**config.mk**
```make
export PLATFORM = sky130hd
export DESIGN_NAME = led_stream_decoder
export DESIGN_NICKNAME = d
export VERILOG_FILES = /design/src/rtl/led_pkg.sv /design/src/rtl/din_sync.sv /design/src/rtl/led_stream_decoder.sv
export SDC_FILE = /design/constraint.sdc
export NUM_CORES = 1
export LEC_CHECK = 0
export ABC_CLOCK_PERIOD_IN_PS = 3800
export BUFFER_PORTS_ARGS = -buffer_cell sky130_fd_sc_hd__buf_2
export CAP_MARGIN = 20
export CORE_ASPECT_RATIO = 0.6
export CORE_MARGIN = 4
export CORE_UTILIZATION = 40
export DETAILED_ROUTE_END_ITERATION = 8
export GPL_TIMING_DRIVEN = 1
export PLACE_DENSITY_LB_ADDON = 0.3
export SETUP_SLACK_MARGIN = 0.3
export SYNTH_ARGS = -nofsm -noshare
export SYNTH_HDL_FRONTEND = slang
export SYNTH_SLANG_ARGS = --single-unit
```
**constraint.sdc**
```tcl
create_clock -name clk -period 3.8 [get_ports clk]
set_clock_uncertainty 0.1 [all_clocks]
set_input_delay 0.38 -clock clk [delete_from_list [all_inputs] [get_ports clk]]
set_output_delay 0.38 -clock clk [all_outputs]
set_load 0.01 [all_outputs]
```
**src/rtl/led_pkg.sv**
```systemverilog
// ==========================================================================
// led_pkg : shared LED one-wire protocol constants and decoder enums
// Revision: 1.0
// ==========================================================================
`default_nettype none

package led_pkg;

  // Nominal encoder timing in 100 MHz clk cycles.
  localparam int T0H   = 49;
  localparam int T0L   = 74;
  localparam int T1H   = 86;
  localparam int T1L   = 37;
  localparam int T_GAP = 5000;

  localparam logic [1:0] S_SYNC = 2'd0;
  localparam logic [1:0] S_IDLE = 2'd1;
  localparam logic [1:0] S_HIGH = 2'd2;
  localparam logic [1:0] S_LOW  = 2'd3;

  typedef enum logic [1:0] {
    ST_SYNC = S_SYNC,
    ST_IDLE = S_IDLE,
    ST_HIGH = S_HIGH,
    ST_LOW  = S_LOW
  } state_e;

  typedef enum logic [1:0] {
    ERR_NONE    = 2'd0,
    ERR_SHORT   = 2'd1,
    ERR_LONG    = 2'd2,
    ERR_PARTIAL = 2'd3
  } err_code_e;

endpackage

`default_nettype wire

```
**src/rtl/din_sync.sv**
```systemverilog
// ==========================================================================
// din_sync : 2-flop synchronizer for din with rise/fall detect
// Revision: 1.0
// ==========================================================================
`default_nettype none

module din_sync
  import led_pkg::*;
(
  input  logic clk,
  input  logic rst,
  input  logic din,
  output logic din_s,
  output logic rise,
  output logic fall
);

  logic sync1_q, sync1_d;
  logic sync2_q, sync2_d;
  logic dly_q, dly_d;

  always_comb begin
    sync1_d = din;
    sync2_d = sync1_q;
    dly_d   = sync2_q;
  end

  always_ff @(posedge clk) begin
    if (rst) begin
      sync1_q <= 1'b0;
      sync2_q <= 1'b0;
      dly_q   <= 1'b0;
    end else begin
      sync1_q <= sync1_d;
      sync2_q <= sync2_d;
      dly_q   <= dly_d;
    end
  end

  assign din_s = sync2_q;
  assign rise  = sync2_q & ~dly_q;
  assign fall  = ~sync2_q & dly_q;

endmodule

`default_nettype wire

```
**src/rtl/led_stream_decoder.sv**
```systemverilog
// ==========================================================================
// led_stream_decoder : one-wire GRB LED stream to 24-bit words + framing
// Revision: 1.0
// ==========================================================================
`default_nettype none

module led_stream_decoder
  import led_pkg::*;
#(
  parameter int T_THRESH   = 68,
  parameter int T_MIN_HIGH = 20,
  parameter int T_MAX_HIGH = 120,
  parameter int T_RESET    = 4000
) (
  input  logic        clk,
  input  logic        rst,
  input  logic        din,
  output logic [23:0] word_out,
  output logic        word_valid,
  output logic [7:0]  word_index,
  output logic        frame_done,
  output logic        err,
  output logic [1:0]  err_code,
  output logic        busy
);

  localparam logic [7:0]  THRESH_C = T_THRESH[7:0];
  localparam logic [7:0]  MIN_C    = T_MIN_HIGH[7:0];
  localparam logic [7:0]  MAX_C    = T_MAX_HIGH[7:0];
  localparam logic [11:0] RESET_C  = T_RESET[11:0];

  logic din_s, rise, fall;

  din_sync u_sync (
    .clk   (clk),
    .rst   (rst),
    .din   (din),
    .din_s (din_s),
    .rise  (rise),
    .fall  (fall)
  );

  state_e      state_q, state_d;
  logic [7:0]  high_cnt_q, high_cnt_d;
  logic [11:0] low_cnt_q, low_cnt_d;
  logic [4:0]  bit_cnt_q, bit_cnt_d;
  logic [23:0] shift_q, shift_d;
  logic [23:0] word_out_q, word_out_d;
  logic        word_valid_q, word_valid_d;
  logic [7:0]  idx_q, idx_d;
  logic [7:0]  word_index_q, word_index_d;
  logic        frame_done_q, frame_done_d;
  logic        err_q, err_d;
  err_code_e   err_code_q, err_code_d;

  logic [7:0]  high_inc;
  logic [11:0] low_inc;
  logic [7:0]  idx_inc;
  logic [23:0] shifted;

  assign high_inc = (high_cnt_q == 8'hFF) ? high_cnt_q : high_cnt_q + 8'd1;
  assign low_inc  = (low_cnt_q == 12'hFFF) ? low_cnt_q : low_cnt_q + 12'd1;
  assign idx_inc  = (idx_q == 8'hFF) ? idx_q : idx_q + 8'd1;
  assign shifted  = {shift_q[22:0], (high_cnt_q >= THRESH_C)};

  always_comb begin
    state_d      = state_q;
    high_cnt_d   = high_cnt_q;
    low_cnt_d    = low_cnt_q;
    bit_cnt_d    = bit_cnt_q;
    shift_d      = shift_q;
    word_out_d   = word_out_q;
    word_valid_d = 1'b0;
    idx_d        = idx_q;
    word_index_d = word_index_q;
    frame_done_d = 1'b0;
    err_d        = 1'b0;
    err_code_d   = err_code_q;

    case (state_q)
      ST_SYNC: begin
        // Wait for one full reset gap before trusting the line.
        if (din_s) begin
          low_cnt_d = 12'd0;
        end else if (low_inc >= RESET_C) begin
          state_d   = ST_IDLE;
          low_cnt_d = 12'd0;
        end else begin
          low_cnt_d = low_inc;
        end
      end
      ST_IDLE: begin
        if (rise) begin
          state_d    = ST_HIGH;
          high_cnt_d = 8'd1;
        end
      end
      ST_HIGH: begin
        if (fall) begin
          state_d   = ST_LOW;
          low_cnt_d = 12'd1;  // the fall cycle is the first low cycle
          if (high_cnt_q < MIN_C) begin
            err_d      = 1'b1;
            err_code_d = ERR_SHORT;
          end else begin
            shift_d = shifted;
            if (bit_cnt_q == 5'd23) begin
              word_out_d   = shifted;
              word_valid_d = 1'b1;
              word_index_d = idx_q;
              idx_d        = idx_inc;
              bit_cnt_d    = 5'd0;
            end else begin
              bit_cnt_d = bit_cnt_q + 5'd1;
            end
          end
        end else if (high_cnt_q >= MAX_C) begin
          // Another high cycle past the maximum: line is stuck or foreign.
          err_d        = 1'b1;
          err_code_d   = ERR_LONG;
          bit_cnt_d    = 5'd0;
          shift_d      = 24'd0;
          idx_d        = 8'd0;
          word_index_d = 8'd0;
          high_cnt_d   = 8'd0;
          low_cnt_d    = 12'd0;
          state_d      = ST_SYNC;
        end else begin
          high_cnt_d = high_inc;
        end
      end
      ST_LOW: begin
        if (rise) begin
          state_d    = ST_HIGH;
          high_cnt_d = 8'd1;
        end else if (low_inc >= RESET_C) begin
          frame_done_d = 1'b1;
          idx_d        = 8'd0;
          word_index_d = 8'd0;
          low_cnt_d    = 12'd0;
          state_d      = ST_IDLE;
          if (bit_cnt_q != 5'd0) begin
            err_d      = 1'b1;
            err_code_d = ERR_PARTIAL;
            bit_cnt_d  = 5'd0;
            shift_d    = 24'd0;
          end
        end else begin
          low_cnt_d = low_inc;
        end
      end
      default: state_d = ST_SYNC;
    endcase
  end

  always_ff @(posedge clk) begin
    if (rst) begin
      state_q      <= ST_SYNC;
      high_cnt_q   <= 8'd0;
      low_cnt_q    <= 12'd0;
      bit_cnt_q    <= 5'd0;
      shift_q      <= 24'd0;
      word_out_q   <= 24'd0;
      word_valid_q <= 1'b0;
      idx_q        <= 8'd0;
      word_index_q <= 8'd0;
      frame_done_q <= 1'b0;
      err_q        <= 1'b0;
      err_code_q   <= ERR_NONE;
    end else begin
      state_q      <= state_d;
      high_cnt_q   <= high_cnt_d;
      low_cnt_q    <= low_cnt_d;
      bit_cnt_q    <= bit_cnt_d;
      shift_q      <= shift_d;
      word_out_q   <= word_out_d;
      word_valid_q <= word_valid_d;
      idx_q        <= idx_d;
      word_index_q <= word_index_d;
      frame_done_q <= frame_done_d;
      err_q        <= err_d;
      err_code_q   <= err_code_d;
    end
  end

  assign word_out   = word_out_q;
  assign word_valid = word_valid_q;
  assign word_index = word_index_q;
  assign frame_done = frame_done_q;
  assign err        = err_q;
  assign err_code   = err_code_q;
  assign busy       = (state_q == ST_HIGH) || (state_q == ST_LOW);

endmodule

`default_nettype wire
```
==> metrics list <==
- Summing the sequential cell areas from Yosys gives approximately two fifths of the chip area.
- 0 antenna diodes ended up in the layout.
- Avg Cell Area, Syn: 8.20 sq um
- Biggest fanout along the worst timing path: 14
- Cells with a size suffix above 1 make up between 10% and 20% of the layout.
- Gates resized during post-CTS repair numbered 0.
- Combinational logic is responsible for ~2.1% of the overall power.
- Along the worst hold path, the cell count comes to 2.
* Port buffer count: 40
* Core Box Area: 11400 sq um
- Switching power of the nets: roughly 0.45 mW
* Detailed-route DRC error count: 0
- The internal power of the cells totals between 1.5 and 2 mW.
* Leak pwr: between 1.5 and 2 nW
* Average routed wire per standard cell: 17.0 microns
- Count of state elements after synthesis: around 100
* Number of flops mapped to enable cells by yosys: 0
* Synthesized area: approximately 4700 sq um
* Worst setup slack for register-to-register paths: between 0.5 and 0.6 ns
- The worst-case IR drop observed on VDD is ~250 uV.
* Via count of the first global-routing pass: slightly above 4k
- The wire-length estimate of the detail-placed layout is roughly 8600 microns.
- Total setup violations reported at the end of the flow: 0
- Startpoint type of the worst setup path: flop
- The tightest hold path in the finished design has a slack of about 0.15 ns.
- For hold timing, the worst endpoint is u_sync.sync1_q$_SDFF_PP0_.
* Number of pins with negative max-slew slack in the final report: 0
- TritonCTS built the clock tree.
- For this block, the via count after detailed routing is between 4k and 5k.
- For this run the aggregate overflow at the end of global routing stands at 0.
* Yosys top cell area share: approximately two fifths
- Clock tree synthesis inserted a total of 9 buffers.
- Final standard cell count with taps included and fillers excluded: 754
- The die is ~150 microns wide.
- The endpoint identified for the worst register-to-register timing path is err$_SDFF_PP0_.
- Top Ports: 41
* Layout overhead on the synthesized area: 14.5%
* Floorplan die height: approximately 92 microns
- Share of the clock period used by the worst path after layout: a little under nine tenths
- PD cells: 400 nW/um^2
* Number of rows in the core area: 30
- Crit path arrival time: between 3 and 4 ns
- Number of post-CTS setup repair buffers: 0
- Endpoint kind of the worst setup timing path: flop
- The tightest min-delay check is of the in2reg type.
- Clock latency on the worst-skew pair: between 0.3 and 0.4 ns
- Number of H-tree branching levels: 3
* Syn Inst Count: ~570
- At the end of routability-driven placement, the weighted congestion stood at roughly 0.89.
* Data required time at the worst endpoint: about 3.9 ns
- Across every metal layer, demand over resource in global routing totals 18.8%.
- Post-synthesis cell type with the largest combined area: dfxtp_1
* Placement-stage worst setup slack: between 0.6 and 0.7 ns
- The multi-input combinational cells in the finished layout cover a total of 2530 sq um.
* Slack of the critical path: 0.563 ns
* Clock-pin transition on the worst setup and hold timing paths: 0.07 ns
* Part of the total power dissipated in sequential elements: between 40 and 50%
- Global-route wire length before repair: 21200 microns
- The initial antenna violation count is 0.
- The worst register-to-register path begins at low_cnt_q[0]$_SDFFE_PP0P_.
- Number of max-cap violations: 0
- Post-Route Utilization: 47.3%
- Most used flip-flop cell after synthesis: dfxtp_1
- Once placement completed, the tool counted placed cells totaling around 740.
- At the pin with the least slew margin, the transition time is between 0.9 and 1 ns.
- The number of hold buffers added after CTS was 0.
* Num Clock Sinks: between 90 and 100
- Number of library cell types mapped by synthesis: 60
* Setup Crit Path Kind: reg2reg
* Max frequency: about 310 MHz
- Number of DRC violations after detailed-routing iteration 0: between 400 and 500
- After synthesis, the share of flip-flops with an asynchronous set or reset is 0%.
- Maximum number of pins on one net before global-route repair: a little under 60
* Final Net Count: roughly 600
- Total length of routed wires: approximately 13000 microns
- Setup TNS after final layout: 0 ns
- In the post-synthesis netlist, the biggest area contributors are dfxtp_1, nand2_1, a21oi_1.
- The number of nets in the synthesized netlist is 582.
- The die covers 13600 sq um.
- Worst-case reg-to-reg path depth: 7
- Subtracting the final worst setup slack from the clock period gives approximately 3.2 ns.
- Counting the fill cells in the layout gives ~1.1k.
- The initial utilization of the core area, before any placement, comes to 41.3%.
* Maximum count of clock buffers along a single path: 2
- Hold violation total from the final report: 0
- The detail route stage leaves a number of antenna-violating nets equal to 0.
* Result of the run: complete, no violations
- Worst slew slack as a fraction of its limit: a little under two fifths
- Clock share of power: about 50%
* Yosys synthesis warning count: 0
- Using the TritonRoute via totals, the vias-per-cell ratio works out to 5.97.
- The cell sitting at the root of the clock tree is a clkbuf_16.
* Hold path startpoint: din
- Detailed-router iteration count before antenna repair: 5
* Setup repair after global routing missed its margin: no
- Across the whole layout, storage elements account for just under 2000 sq um.
* Switching portion of total power: 20.7%
per-layer routing:
layer	vias up	routed length (microns)	global-route usage [%]
li1	2182	-	-
met1	2146	6600	28.4
met2	165	5300	27.1
met3	12	828	4.30
met4	0	114	4.07
met5	-	0	0
critical path, cell delays in order, from the launching register on:
cell and delay [ns]:
dfxtp_1 0.46, ha_1 0.50, nand4_2 0.26, a31oi_1 0.52, nor2_1 0.23, buf_6 0.21, or4b_4 0.55, a2111oi_4 0.30
worst max path at each step:
stage,slack (ns),startpoint,depth (start not counted),to
finish,0.56,low_cnt_q[0]$_SDFFE_PP0P_,7,err$_SDFF_PP0_
global route,0.38,low_cnt_q[0]$_SDFFE_PP0P_,7,err$_SDFF_PP0_
CTS,0.61,low_cnt_q[0]$_SDFFE_PP0P_,7,err$_SDFF_PP0_
detailed placement,0.64,low_cnt_q[0]$_SDFFE_PP0P_,7,err$_SDFF_PP0_
global placement,0.77,low_cnt_q[0]$_SDFFE_PP0P_,6,err$_SDFF_PP0_
floorplan,1.29,low_cnt_q[0]$_SDFFE_PP0P_,7,err$_SDFF_PP0_
final cells by class:
type                       count  area share [%]
clock buffer                  11            4.51
inverter                      12           0.838
multi-input combinational    417            47.1
timing repair buffer          51            5.33
tap                          160            3.72
clock inverter                 5            2.05
sequential                    98            36.5
placed cells by master, fill, tap and decap left out, types with 9 or more instances in the layout:
cell / count
o21ai_0: 11
nand2_1: 90
dfxtp_1: 98
inv_1: 11
buf_4: 10
nand3_1: 16
a31oi_1: 9
buf_2: 40
a21oi_1: 65
o31ai_1: 25
nand4_1: 28
clkbuf_16: 9
nor3_1: 9
a211oi_1: 11
nor2_1: 29
kinds of logic after synthesis:
family | count (synthesis) | synth area share (%)
mux | 5 | 1.09
flops | 98 | 41.8
fa+ha+maj | 6 | 1.60
buf+inv | 58 | 4.80
simple gates | 224 | 24.0
compound gates | 179 | 26.2
xor+xnor | 3 | 0.560
cells in the mapped netlist, types with 2 or more instances:
library cell / n
o21ai_1: 2
nand2_1: 90
nor2b_1: 6
nor3_1: 10
o21ai_0: 11
nor3b_1: 3
nand4_1: 28
o311a_1: 2
inv_1: 11
clkbuf_1: 38
nand2b_1: 3
xor2_1: 3
a311oi_1: 2
mux2i_1: 4
a211o_1: 2
and2_1: 4
o221ai_1: 5
nor2_1: 29
buf_1: 2
a211oi_1: 11
o31ai_1: 25
buf_2: 6
and4_1: 2
a21o_1: 3
nand3_1: 16
or4_1: 6
dfxtp_1: 98
nand4_2: 2
o21bai_1: 5
nor4_1: 7
o2111ai_1: 3
and3_1: 7
a41oi_1: 3
ha_1: 6
a31oi_1: 9
or3_1: 3
a2111oi_0: 3
nand3b_1: 2
o211ai_1: 7
o32ai_1: 8
nand4b_1: 2
a21oi_1: 66
registers in the layout, indices dropped and copies added, names as in the netlist:
register	flops
high_cnt_q	8
shift_q	23
frame_done	1
low_cnt_q	12
err	1
idx_q	8
err_code	2
word_index	8
bit_cnt_q	5
u_sync.din_s	1
word_valid	1
u_sync.sync1_q	1
u_sync.dly_q	1
word_out	24
state_q	2
power by group through the flow:
stage	Combinational [mW]	Sequential [mW]	Clock (mW)
3_5_place_dp	0.0433	1.06	0
3_3_place_gp	0.0429	1.06	0
5_1_grt	0.0494	1.04	1.13
4_1_cts	0.0438	1.04	1.09
2_1_floorplan	0.0335	1.06	0
6_report	0.0447	1.04	1.07
stage by stage:
step                      instance area, sq um  total power [mW]
after floorplan                           4700              1.09
after global placement                    5010              1.10
after detailed placement                  5020              1.10
after CTS                                 5370              2.17
after global routing                      5380              2.22
final                                     5380              2.15
No activity file was read; power rests on OpenSTA's default activity.
